**src/rtl/mul_share_arbiter.sv**
```systemverilog
// mul_share_arbiter
//
// Round-robin scheduler sharing one pipelined constant multiplier
// (P = A * 3547) between two requesters. At most one operand is granted per
// cycle. A tag pipeline follows each operand through the multiplier so that
// the product can be steered back to the channel that issued it. Each
// channel owns a small result FIFO with a valid/ready handshake. A per-channel
// credit counter covers both in-flight and stored results, so a product
// always has a free FIFO slot when it arrives.
//
// Parameters
//   A_WIDTH      signed operand width
//   P_WIDTH      signed product width (multiplier output)
//   MUL_LATENCY  cycles from mul_in_valid sampled to mul_out_valid
//   RES_DEPTH    per-channel result FIFO depth (power of two, >= MUL_LATENCY)
//
// Ports
//   clk, rst                  clock, synchronous active-high reset
//   reqN_valid/data/ready     operand request from channel N; ready = grant
//   mul_in_valid, mul_a       operand issued to the shared multiplier
//   mul_out_valid, mul_p      product returned by the multiplier
//   resN_valid/data/ready     head of channel N's result FIFO; pop on handshake
//   busy                      some channel has in-flight or stored results
//   err_tag                   sticky: product/tag pipeline misalignment seen

module mul_share_arbiter #(
  parameter int A_WIDTH     = 9,
  parameter int P_WIDTH     = 21,
  parameter int MUL_LATENCY = 2,
  parameter int RES_DEPTH   = 4
) (
  input  logic               clk,
  input  logic               rst,
  input  logic               req0_valid,
  input  logic [A_WIDTH-1:0] req0_data,
  output logic               req0_ready,
  input  logic               req1_valid,
  input  logic [A_WIDTH-1:0] req1_data,
  output logic               req1_ready,
  output logic               mul_in_valid,
  output logic [A_WIDTH-1:0] mul_a,
  input  logic               mul_out_valid,
  input  logic [P_WIDTH-1:0] mul_p,
  output logic               res0_valid,
  output logic [P_WIDTH-1:0] res0_data,
  input  logic               res0_ready,
  output logic               res1_valid,
  output logic [P_WIDTH-1:0] res1_data,
  input  logic               res1_ready,
  output logic               busy,
  output logic               err_tag
);

  localparam int PTR_W = $clog2(RES_DEPTH);
  localparam int CNT_W = $clog2(RES_DEPTH + 1);

  // Per-channel views of the flat port list, indexed by channel number.
  logic [1:0]         req_valid;
  logic [A_WIDTH-1:0] req_data [2];
  logic [1:0]         res_ready_w;
  logic [1:0]         res_valid_w;
  logic [P_WIDTH-1:0] res_data_w [2];

  logic [1:0] elig;
  logic [1:0] grant;
  logic [1:0] fifo_push;
  logic [1:0] busy_ch;

  logic prio_reg;
  logic prio_next;

  // Tag pipeline: bit i of each vector is stage i; stage 0 is loaded on issue.
  logic [MUL_LATENCY-1:0] tag_v_reg;
  logic [MUL_LATENCY-1:0] tag_id_reg;
  logic                   tag_v_last;
  logic                   tag_id_last;

  logic err_tag_reg;
  logic err_tag_next;

  assign req_valid   = {req1_valid, req0_valid};
  assign req_data[0] = req0_data;
  assign req_data[1] = req1_data;
  assign res_ready_w = {res1_ready, res0_ready};

  assign req0_ready = grant[0];
  assign req1_ready = grant[1];
  assign res0_valid = res_valid_w[0];
  assign res1_valid = res_valid_w[1];
  assign res0_data  = res_data_w[0];
  assign res1_data  = res_data_w[1];
  assign busy       = |busy_ch;
  assign err_tag    = err_tag_reg;

  assign tag_v_last  = tag_v_reg[MUL_LATENCY-1];
  assign tag_id_last = tag_id_reg[MUL_LATENCY-1];

  // ---------------------------------------------------------------------
  // Per-channel credit counter and result FIFO
  // ---------------------------------------------------------------------
  genvar gi;
  generate
    for (gi = 0; gi < 2; gi++) begin : g_ch
      logic [CNT_W-1:0]   cnt_reg;
      logic [CNT_W-1:0]   cnt_next;
      // One extra pointer bit distinguishes full from empty.
      logic [PTR_W:0]     wr_ptr_reg;
      logic [PTR_W:0]     rd_ptr_reg;
      logic [P_WIDTH-1:0] mem [RES_DEPTH];
      logic               pop;

      assign pop            = res_valid_w[gi] & res_ready_w[gi];
      assign res_valid_w[gi] = (wr_ptr_reg != rd_ptr_reg);
      // The head must be visible in the same cycle the FIFO becomes
      // non-empty, so the storage is read asynchronously at rd_ptr.
      assign res_data_w[gi]  = mem[rd_ptr_reg[PTR_W-1:0]];

      // A channel may only issue while it still owns a free FIFO slot,
      // counting products that are still inside the multiplier.
      assign elig[gi]      = req_valid[gi] && (cnt_reg < CNT_W'(RES_DEPTH));
      assign busy_ch[gi]   = (cnt_reg != '0);
      assign fifo_push[gi] = mul_out_valid && tag_v_last && (tag_id_last == 1'(gi));

      always_comb begin
        cnt_next = cnt_reg;
        if (grant[gi] && !pop) begin
          cnt_next = cnt_reg + 1'b1;
        end else if (!grant[gi] && pop) begin
          cnt_next = cnt_reg - 1'b1;
        end
      end

      always_ff @(posedge clk) begin
        if (rst) begin
          cnt_reg    <= '0;
          wr_ptr_reg <= '0;
          rd_ptr_reg <= '0;
        end else begin
          cnt_reg <= cnt_next;
          if (fifo_push[gi]) begin
            wr_ptr_reg <= wr_ptr_reg + 1'b1;
          end
          if (pop) begin
            rd_ptr_reg <= rd_ptr_reg + 1'b1;
          end
        end
      end

      // Storage carries no reset; validity comes from the pointers alone.
      always_ff @(posedge clk) begin
        if (fifo_push[gi]) begin
          mem[wr_ptr_reg[PTR_W-1:0]] <= mul_p;
        end
      end
    end
  endgenerate

  // ---------------------------------------------------------------------
  // Round-robin arbitration
  // ---------------------------------------------------------------------
  always_comb begin
    grant     = '0;
    prio_next = prio_reg;
    if (elig[0] && (!elig[1] || !prio_reg)) begin
      grant[0] = 1'b1;
    end else if (elig[1]) begin
      grant[1] = 1'b1;
    end
    // The channel just served yields priority to the other one.
    if (grant[0]) begin
      prio_next = 1'b1;
    end else if (grant[1]) begin
      prio_next = 1'b0;
    end
  end

  always_comb begin
    mul_in_valid = grant[0] | grant[1];
    mul_a        = '0;
    if (grant[0]) begin
      mul_a = req_data[0];
    end else if (grant[1]) begin
      mul_a = req_data[1];
    end
  end

  // A product without a live tag, or a live tag without a product, both mean
  // the multiplier latency no longer matches the tag pipeline.
  assign err_tag_next = err_tag_reg | (mul_out_valid != tag_v_last);

  always_ff @(posedge clk) begin
    if (rst) begin
      prio_reg    <= 1'b0;
      tag_v_reg   <= '0;
      tag_id_reg  <= '0;
      err_tag_reg <= 1'b0;
    end else begin
      prio_reg      <= prio_next;
      err_tag_reg   <= err_tag_next;
      tag_v_reg[0]  <= mul_in_valid;
      tag_id_reg[0] <= grant[1];
      for (int i = 1; i < MUL_LATENCY; i++) begin
        tag_v_reg[i]  <= tag_v_reg[i-1];
        tag_id_reg[i] <= tag_id_reg[i-1];
      end
    end
  end

endmodule

```
**config.mk**
```make
export PLATFORM = sky130hd
export DESIGN_NAME = mul_share_arbiter
export DESIGN_NICKNAME = d
export VERILOG_FILES = /design/src/rtl/mul_share_arbiter.sv
export SDC_FILE = /design/constraint.sdc
export NUM_CORES = 1
export LEC_CHECK = 0
export BUFFER_PORTS_ARGS = -buffer_cell sky130_fd_sc_hd__buf_2
export CORE_AREA = 2 2 123 125
export CTS_BUF_LIST = sky130_fd_sc_hd__clkbuf_8
export DETAILED_ROUTE_END_ITERATION = 8
export DIE_AREA = 0 0 125 127
export PLACE_DENSITY = 0.73
export SLEW_MARGIN = 25
export SYNTH_ARGS = -nofsm -noshare
export SYNTH_HDL_FRONTEND = slang
export SYNTH_SLANG_ARGS = --single-unit
```
**constraint.sdc**
```tcl
create_clock -name clk -period 3.92 [get_ports clk]
set_input_delay 0.392 -clock clk [delete_from_list [all_inputs] [get_ports clk]]
set_output_delay 0.392 -clock clk [all_outputs]
set_load 0.02 [all_outputs]
```
---- Word-level counts from Yosys, hierarchy flattened ----
Memory sizes are Yosys's and may differ from the RTL's. A register that Yosys moved wholly into a read port is not among the register bits.
Index checks and enable logic that the tools add are counted.
Widths: inputs -> output; s select.
operators by class
  bitwise gates (word level) .............. 5
  reductions and logical operators ........ 23
  muxes and demuxes ....................... 19
  $add $sub $neg .......................... 8
  eq/ne operators ......................... 3
  divide/modulo/power cells ............... 0
  $lt $le $gt $ge ......................... 2
  shifts and indexed selects .............. 0
  $mul .................................... 0
operator list
  operator             number
  $add 3x1->3 const B  6
  $mux 9               2
  $mux 3               4
  $logic_and 1x1->1    10
  $mux 1               9
  $mux 2               4
  $logic_not 1->1      6
  $lt 3x3->1 const B   2
  $ne 3x3->1           2
  $reduce_bool 2->1    3
  $reduce_bool 3->1    2
  $sub 3x1->3 const B  2
  $and 1x1->1          2
  $or 1x1->1           2
  $reduce_or 2->1      1
  $logic_or 1x1->1     1
  $ne 1x1->1           1
  $not 1->1            1
word-level totals
  input bits .............................. 46
  memories kept ........................... 2
  latch bits .............................. 0
  logic and storage cells ................. 72
  register bits after elaboration ......... 24
  output and inout port bits .............. 58
  ROM bits ................................ 0
  RAM bits ................................ 168
memories
  memory       depth  bits a word  read ports  clocked after Yosys merged registers in  write ports  line  text
  g_ch[0].mem  4      21           1           1                                        1            109   logic [P_WIDTH-1:0] mem [RES_DEPTH];
  g_ch[1].mem  4      21           1           1                                        1            109

---- Depth between registers and ports, before layout ----
Gate-level depths: netlist of run 1.
  depth after elaboration ................. 10
  gate-level depth with buffers ........... 10
  mapped depth without buffers ............ 9

---- Least setup slack after synthesis of run 1 ----
OpenSTA, ideal clock, no wires.
  path kind ............................... reg2reg
  from .................................... register g_ch[1].wr_ptr_reg[1]
  to ...................................... register g_ch[1].cnt_reg[2]
  data arrival time ....................... 2.193 ns
  slack ................................... 1.657 ns
  required time ........................... 3.850 ns
  stages on the path, launching flop included .. 11
  library setup time ...................... 0.070 ns
  buffers on the path ..................... 1
  clock period less this slack ............ 2.263 ns
  path through ............................ dfxtp_1 clkbuf_2 xnor2_1 nand3_1 nand2_1 ha_1 inv_1 fa_1 xor2_1 or3_1 a21oi_1
on the way
  word-level cells in the longest chain between the ends .. 5
  elaborated cells on any way between the ends .. 7
  those cells by class .................... eq/ne: 1; mux: 1; bitwise: 1; reduce/logical: 4
RTL lines
  what                                         line  text
  start, declared                              107   logic [PTR_W:0] wr_ptr_reg;
  start signal, assigned                       141   wr_ptr_reg <= wr_ptr_reg + 1'b1;
  $ne 3x3->1 *                                 113   assign res_valid_w[gi] = (wr_ptr_reg != rd_ptr_reg);
  net res1_valid                               47    output logic res1_valid,
  $and 1x1->1 *                                112   assign pop = res_valid_w[gi] & res_ready_w[gi];
  $logic_not 1->1                              126   if (grant[gi] && !pop) begin
  $logic_and 1x1->1                            126
  $mux 3 or $reduce_bool 2->1 (tied branches)  n/a
  end signal, assigned                         139   cnt_reg <= cnt_next;
  end, declared                                104   logic [CNT_W-1:0] cnt_reg;
The timed path passes the listed nets; every way through them passes the cells marked *.
A chain may end at the register's enable or synchronous reset.

==> flow_summary.yaml, run 1 <==
setup_path:
  start_kind: "register"
  r2r_cells: 9
  arrival_ps: 2190
  path_max_fanout: 21
  crit_type: "register to output pin"
  endpoint_kind: "output pin"
  required_ps: 3530
die:
  dieHeight_um: 127
  rows: 44
  coreArea_sq_um: 14400
  die_w_um: 125
  die-area_sq_um: 15900
  start_util_pct: 53.6
  num_io_pins: 104
timing:
  period_share_pct: 65.9
  hold_ws_ps: 201
  fmax_ghz: 0.387
  relSlewSlack_pct: 37.9
  setup_viol: 0
  final.setup.tns_ps: 0
  post-route-min-period_ps: 2580
  layout_setup_ws_ps: 1340
  grt_setup_unrepaired: "no"
  tightest_slew_ps: 930
  hold_violations: 0
  skew_ps: 8.23
  report.final.slew_viol_count: 0
synthesis:
  ys_ff_latch: 196
  post_synth_instance_area_sq_um: 7730
  avgSynthCellArea_sq_um: 19.4
  synth_nets: 460
  postSynthCellCount: 399
  yosysWarnings: 0
  netlist-cell-type-count: 38
  yosysSeqAreaShare_pct: 72.6
grt:
  grt_use_met3_pct: 3.81
  grt_pass1_wl_mm: 22.0
  use_met2_pct: 30.9
  antenna_found_initial: 0
  grt_pass1_vias: 4125
  grt_max_degree: 33
  overflow: 0
  top_usage_layer: "met2"
  globalRouteTotalUtil_pct: 18.4
  met1_usage_pct: 23.9
detailed_routing:
  wl_per_cell_um: 19.4
  postRouteWirelength_mm: 13.8
  initialDrtViolationCount: 211
  viasPerCell: 5.62
  postRouteAntennaNets: 0
  vias: 3984
  firstDrtPassIters: 4
  drc: 0
power_and_ir_drop:
  comb_power_share_pct: 21.5
  p_leak_nw: 3.09
  sequentialPowerShare_pct: 51.9
  p_sw_mw: 1.40
  peakVddDrop_mv: 0.340
  p_sw_share_pct: 28.8
  p_per_area_nw_per_um2: 551
  p_int_mw: 3.46
  clockPowerShare_pct: 26.6
placed_design:
  numPortBuffers: 103
  gp_congestion: 0.746
  dpl_worst_slack_ps: 1570
  place_area_sq_um: 8420
  hpwl_mm: 8.85
layout:
  final_area_sq_um: 8820
  largest_reg_flops: 168
  synthToLayoutAreaGrowth_pct: 14.2
  drive_gt1_share_pct: 35.8
  fillers: 1061
  n_antenna_cell: 0
  finalCoreUtilization_pct: 61.2
  finish.net_count: 573
min_path:
  min_path_cells: 1
  hold_path.class: "input pin to register"
cts:
  cts_buffers: 17
  tritoncts: "done"
  cts-resized-gates: 0
  root_buffer: "clkbuf_8"
  h-tree-depth: 4
  cts.sinks: 196
  cts_setup_buffers: 0
  clock_path_buffers: 2
  clk_pin_slew_ps: 90
  clk_latency_ps: 450
  ctsHoldBuffers: 0
job:
  drv_cap: 0
run_status:
  status: "finished, final reports clean"
path summary, 6_finish.rpt:
path | slack, ps | start | end
max | 1340 | register | res1_data[6]
min | 200 | mul_p[10] | g_ch[1].mem[1][10]
max reg2reg | 1550 | g_ch[0].wr_ptr_reg[0] | g_ch[0].cnt_reg[2]
min reg2reg | 440 | tag_id_reg[0] | tag_id_reg[1]
Yosys cell counts:
| cell type | count | share of area (%) |
|---|---|---|
| inv_1 | 12 | 0.58 |
| nor3_1 | 1 | 0.065 |
| buf_6 | 4 | 0.58 |
| a211o_1 | 2 | 0.23 |
| xor2_1 | 11 | 1.2 |
| clkbuf_2 | 2 | 0.13 |
| mux4_1 | 2 | 0.68 |
| and3_1 | 4 | 0.32 |
| nand4_1 | 8 | 0.65 |
| nor3b_4 | 1 | 0.24 |
| nor2b_1 | 6 | 0.49 |
| nand2_1 | 8 | 0.39 |
| a21oi_1 | 7 | 0.45 |
| ha_1 | 13 | 2.1 |
| mux2i_1 | 3 | 0.39 |
| a31oi_4 | 1 | 0.28 |
| o211ai_1 | 2 | 0.19 |
| nor3b_1 | 4 | 0.39 |
| a41oi_1 | 2 | 0.23 |
| a22o_1 | 9 | 1.0 |
| nor2_1 | 13 | 0.63 |
| edfxtp_1 | 168 | 65 |
| and2b_1 | 1 | 0.097 |
| nor4_1 | 1 | 0.081 |
| buf_2 | 7 | 0.45 |
| nand2b_1 | 1 | 0.081 |
| and2_1 | 3 | 0.24 |
| and4bb_2 | 2 | 0.32 |
| nor2_4 | 1 | 0.15 |
| or3_1 | 2 | 0.16 |
| fa_1 | 2 | 0.52 |
| o21ai_0 | 8 | 0.52 |
| xnor2_1 | 9 | 1.0 |
| mux4_2 | 40 | 12 |
| nand3b_1 | 1 | 0.097 |
| nand3_1 | 9 | 0.58 |
| nand2b_4 | 1 | 0.18 |
| dfxtp_1 | 28 | 7.3 |
critical path, cell delays in order (launching register included):
cell and delay [ps]:
dfxtp_2 890, mux4_1 670, buf_2 180
through the flow:
stage               power [mW]  std cells
floorplan                 3.33        399
CTS                       4.91        709
detailed placement        3.63        677
global placement          3.60        677
global route              5.08        709
finish                    4.86        709
cell usage in the layout (no fill, tap or decap), drive strengths merged, types with 3 or more instances in the layout:
cell type and n:
clkinvlp 4, nor3b 5, ha 13, nand2 8
and3 4, buf 107, nor2 14, clkinv 3
mux2i 3, nand4 8, dfxtp 28, edfxtp 168
xor2 11, inv 17, mux4 42, nand3 9
a22o 9, clkbuf 17, and2 3, o21ai 8
nor2b 6, bufinv 3, xnor2 9, a21oi 7
metal layers:
metal / share of wire, % / routed length, um
met2: 51 / 7060
met3: 3.7 / 504
met5: 0 / 0
met4: 2.2 / 299
met1: 43 / 5920
final cells by class:
class	count	area [sq um]	share of cell area, %
flip-flops and latches	196	5610	63.6
clock inverters	15	166	1.89
well taps	184	230	2.61
inverters	12	45.0	0.511
repair buffers	107	546	6.18
clock buffers	17	234	2.65
multi-input cells	178	1990	22.6
kinds of logic after synthesis:
family	synth area share, %
flip-flops	72.6
adder cells (fa/ha/maj)	2.62
multiplexers	12.7
buffers and inverters	1.75
XOR/XNOR	2.27
AND/OR/NAND/NOR	5.17
AO/OA/AOI/OAI	2.92
power by group through the flow:
| stage | clock (mW) | combinational (mW) | sequential [mW] |
|---|---|---|---|
| after floorplan | 0 | 0.884 | 2.44 |
| after global placement | 0 | 1.03 | 2.57 |
| after detailed placement | 0 | 1.05 | 2.58 |
| after CTS | 1.31 | 1.06 | 2.54 |
| after global routing | 1.39 | 1.13 | 2.56 |
| final | 1.29 | 1.04 | 2.52 |
No activity file was read; power rests on OpenSTA's default activity.
==> inputs of run 2 (changes only) <==
- PLACE_DENSITY: 0.73 -> 0.76
- clock period: 3.92 -> 2.1 ns (I/O delays scaled with it)
==> run 2 against run 1 <==
Cell area increased by 5.2%. Critical path type is now register to register. Worst setup slack got worse by 1300 ps. First-iteration DRC count increased by 120%. Critical endpoint is now g_ch[0].cnt_reg[2].
==> flow_summary.yaml, run 2 (same netlist as run 1, synthesis figures left out) <==
timing:
  grt_setup_unrepaired: "yes"
  hold_violations: 0
  fmax_ghz: 0.496
  report.final.slew_viol_count: 0
  relSlewSlack_pct: 60.5
  hold_ws_ps: 26.0
  layout_setup_ws_ps: 83.9
  post-route-min-period_ps: 2020
  skew_ps: 11.5
  setup_viol: 0
  tightest_slew_ps: 592
  period_share_pct: 96.0
detailed_routing:
  postRouteAntennaNets: 0
  vias: 4183
  initialDrtViolationCount: 464
  firstDrtPassIters: 4
  wl_per_cell_um: 19.8
  drc: 0
  postRouteWirelength_mm: 14.8
  viasPerCell: 5.61
grt:
  grt_pass1_wl_mm: 22.8
  grt_max_degree: 33
  globalRouteTotalUtil_pct: 19.0
  antenna_found_initial: 0
  grt_pass1_vias: 4305
  overflow: 0
cts:
  tritoncts: "done"
  cts_buffers: 17
  root_buffer: "clkbuf_8"
  cts.sinks: 196
  clock_path_buffers: 2
  clk_pin_slew_ps: 90
  clk_latency_ps: 460
  h-tree-depth: 4
power_and_ir_drop:
  p_per_area_nw_per_um2: 1000
  p_leak_nw: 3.30
  total_power_mw: 9.32
  peakVddDrop_mv: 0.647
setup_path:
  start_kind: "register"
  crit_type: "register to register"
  cp_top_family: "adder cells"
  path_buf_inv: 1
  path_max_fanout: 5
  arrival_ps: 2400
  slowest_delay_ps: 360
  r2r_slack_ps: 80
  required_ps: 2480
  endpoint_kind: "register"
  worst_path_max_delay_cell: "dfxtp_2"
  crit_chain: "nand2b_4, a31oi_4, ha_2, inv_1, fa_2, xor2_1, or3_1, a21oi_1"
placed_design:
  dpl_worst_slack_ps: 66.6
  hpwl_mm: 9.57
  numPortBuffers: 103
  gp_congestion: 0.789
die:
  die_w_um: 125
  dieHeight_um: 127
  coreArea_sq_um: 14400
  die-area_sq_um: 15900
  num_io_pins: 104
  start_util_pct: 53.6
  rows: 44
layout:
  final_common_cell: "edfxtp_1"
  synthToLayoutAreaGrowth_pct: 20.1
  finalCoreUtilization_pct: 64.3
  seqCellArea_sq_um: 5620
  largest_reg_flops: 168
  fillers: 1023
  drive_gt1_share_pct: 42.8
  most-common-layout-cells: "edfxtp_1 (168), buf_2 (103), mux4_2 (40), buf_4 (32), dfxtp_1 (20)"
  multi_input_area_sq_um: 2080
  finish.net_count: 610
min_path:
  hold_path.class: "input pin to register"
job:
  drv_cap: 0
run_status:
  status: "finished, final reports clean"
==> run 2: repair_timing <==
action,in CTS,in global routing
resized for setup,1,8
pin swaps,0,6
hold endpoints to repair,2,0
hold buffers,1,0
setup endpoints to repair,16,17
cloned,0,1
setup buffers,0,8
==> run 2: per-stage QoR <==
stage	TNS (ps)	std cells	area, sq um
4_1_cts	0	736	9180
6_report	0	746	9280
3_5_place_dp	0	704	8790
3_3_place_gp	0	704	8790
5_1_grt	-28.7	745	9280
2_1_floorplan	-24.7	399	7830
==> run 2: per-layer routing <==
layer,track usage [%],wire (um)
met1,23.2,5930
met3,5.15,787
met2,33.8,7890
met5,0,0
met4,5.03,171
==> run 2: path summary, 6_finish.rpt <==
check	endpoint	startpoint	depth (start not counted)
max	g_ch[0].cnt_reg[2]	g_ch[0].cnt_reg[2]	8
min	g_ch[0].mem[3][7]	mul_p[7]	1
max reg2reg	g_ch[0].cnt_reg[2]	g_ch[0].cnt_reg[2]	8
min reg2reg	tag_v_reg[1]	tag_v_reg[0]	1
==> run 2: cell type report <==
cell class                      count  area share, %
Inverter                           12          0.485
Sequential cell                   196           60.5
Timing Repair Buffer              144           10.0
Clock buffer                       17           2.52
Antenna cell                        1         0.0270
Multi-Input combinational cell    178           22.4
Clock inverter                     14           1.51
Tap cell                          184           2.48
==> run 2: worst register-to-register path: stages, from the launching register on <==
cell and delay (ps):
dfxtp_2 360, nand2b_4 170, a31oi_4 200, ha_2 220, inv_1 50, fa_2 330, xor2_1 150, or3_1 300
a21oi_1 160
==> run 2: where the power goes <==
part           switching, mW  internal, mW
clock                   1.23          1.04
combinational           1.33          1.22
sequential             0.137          4.36
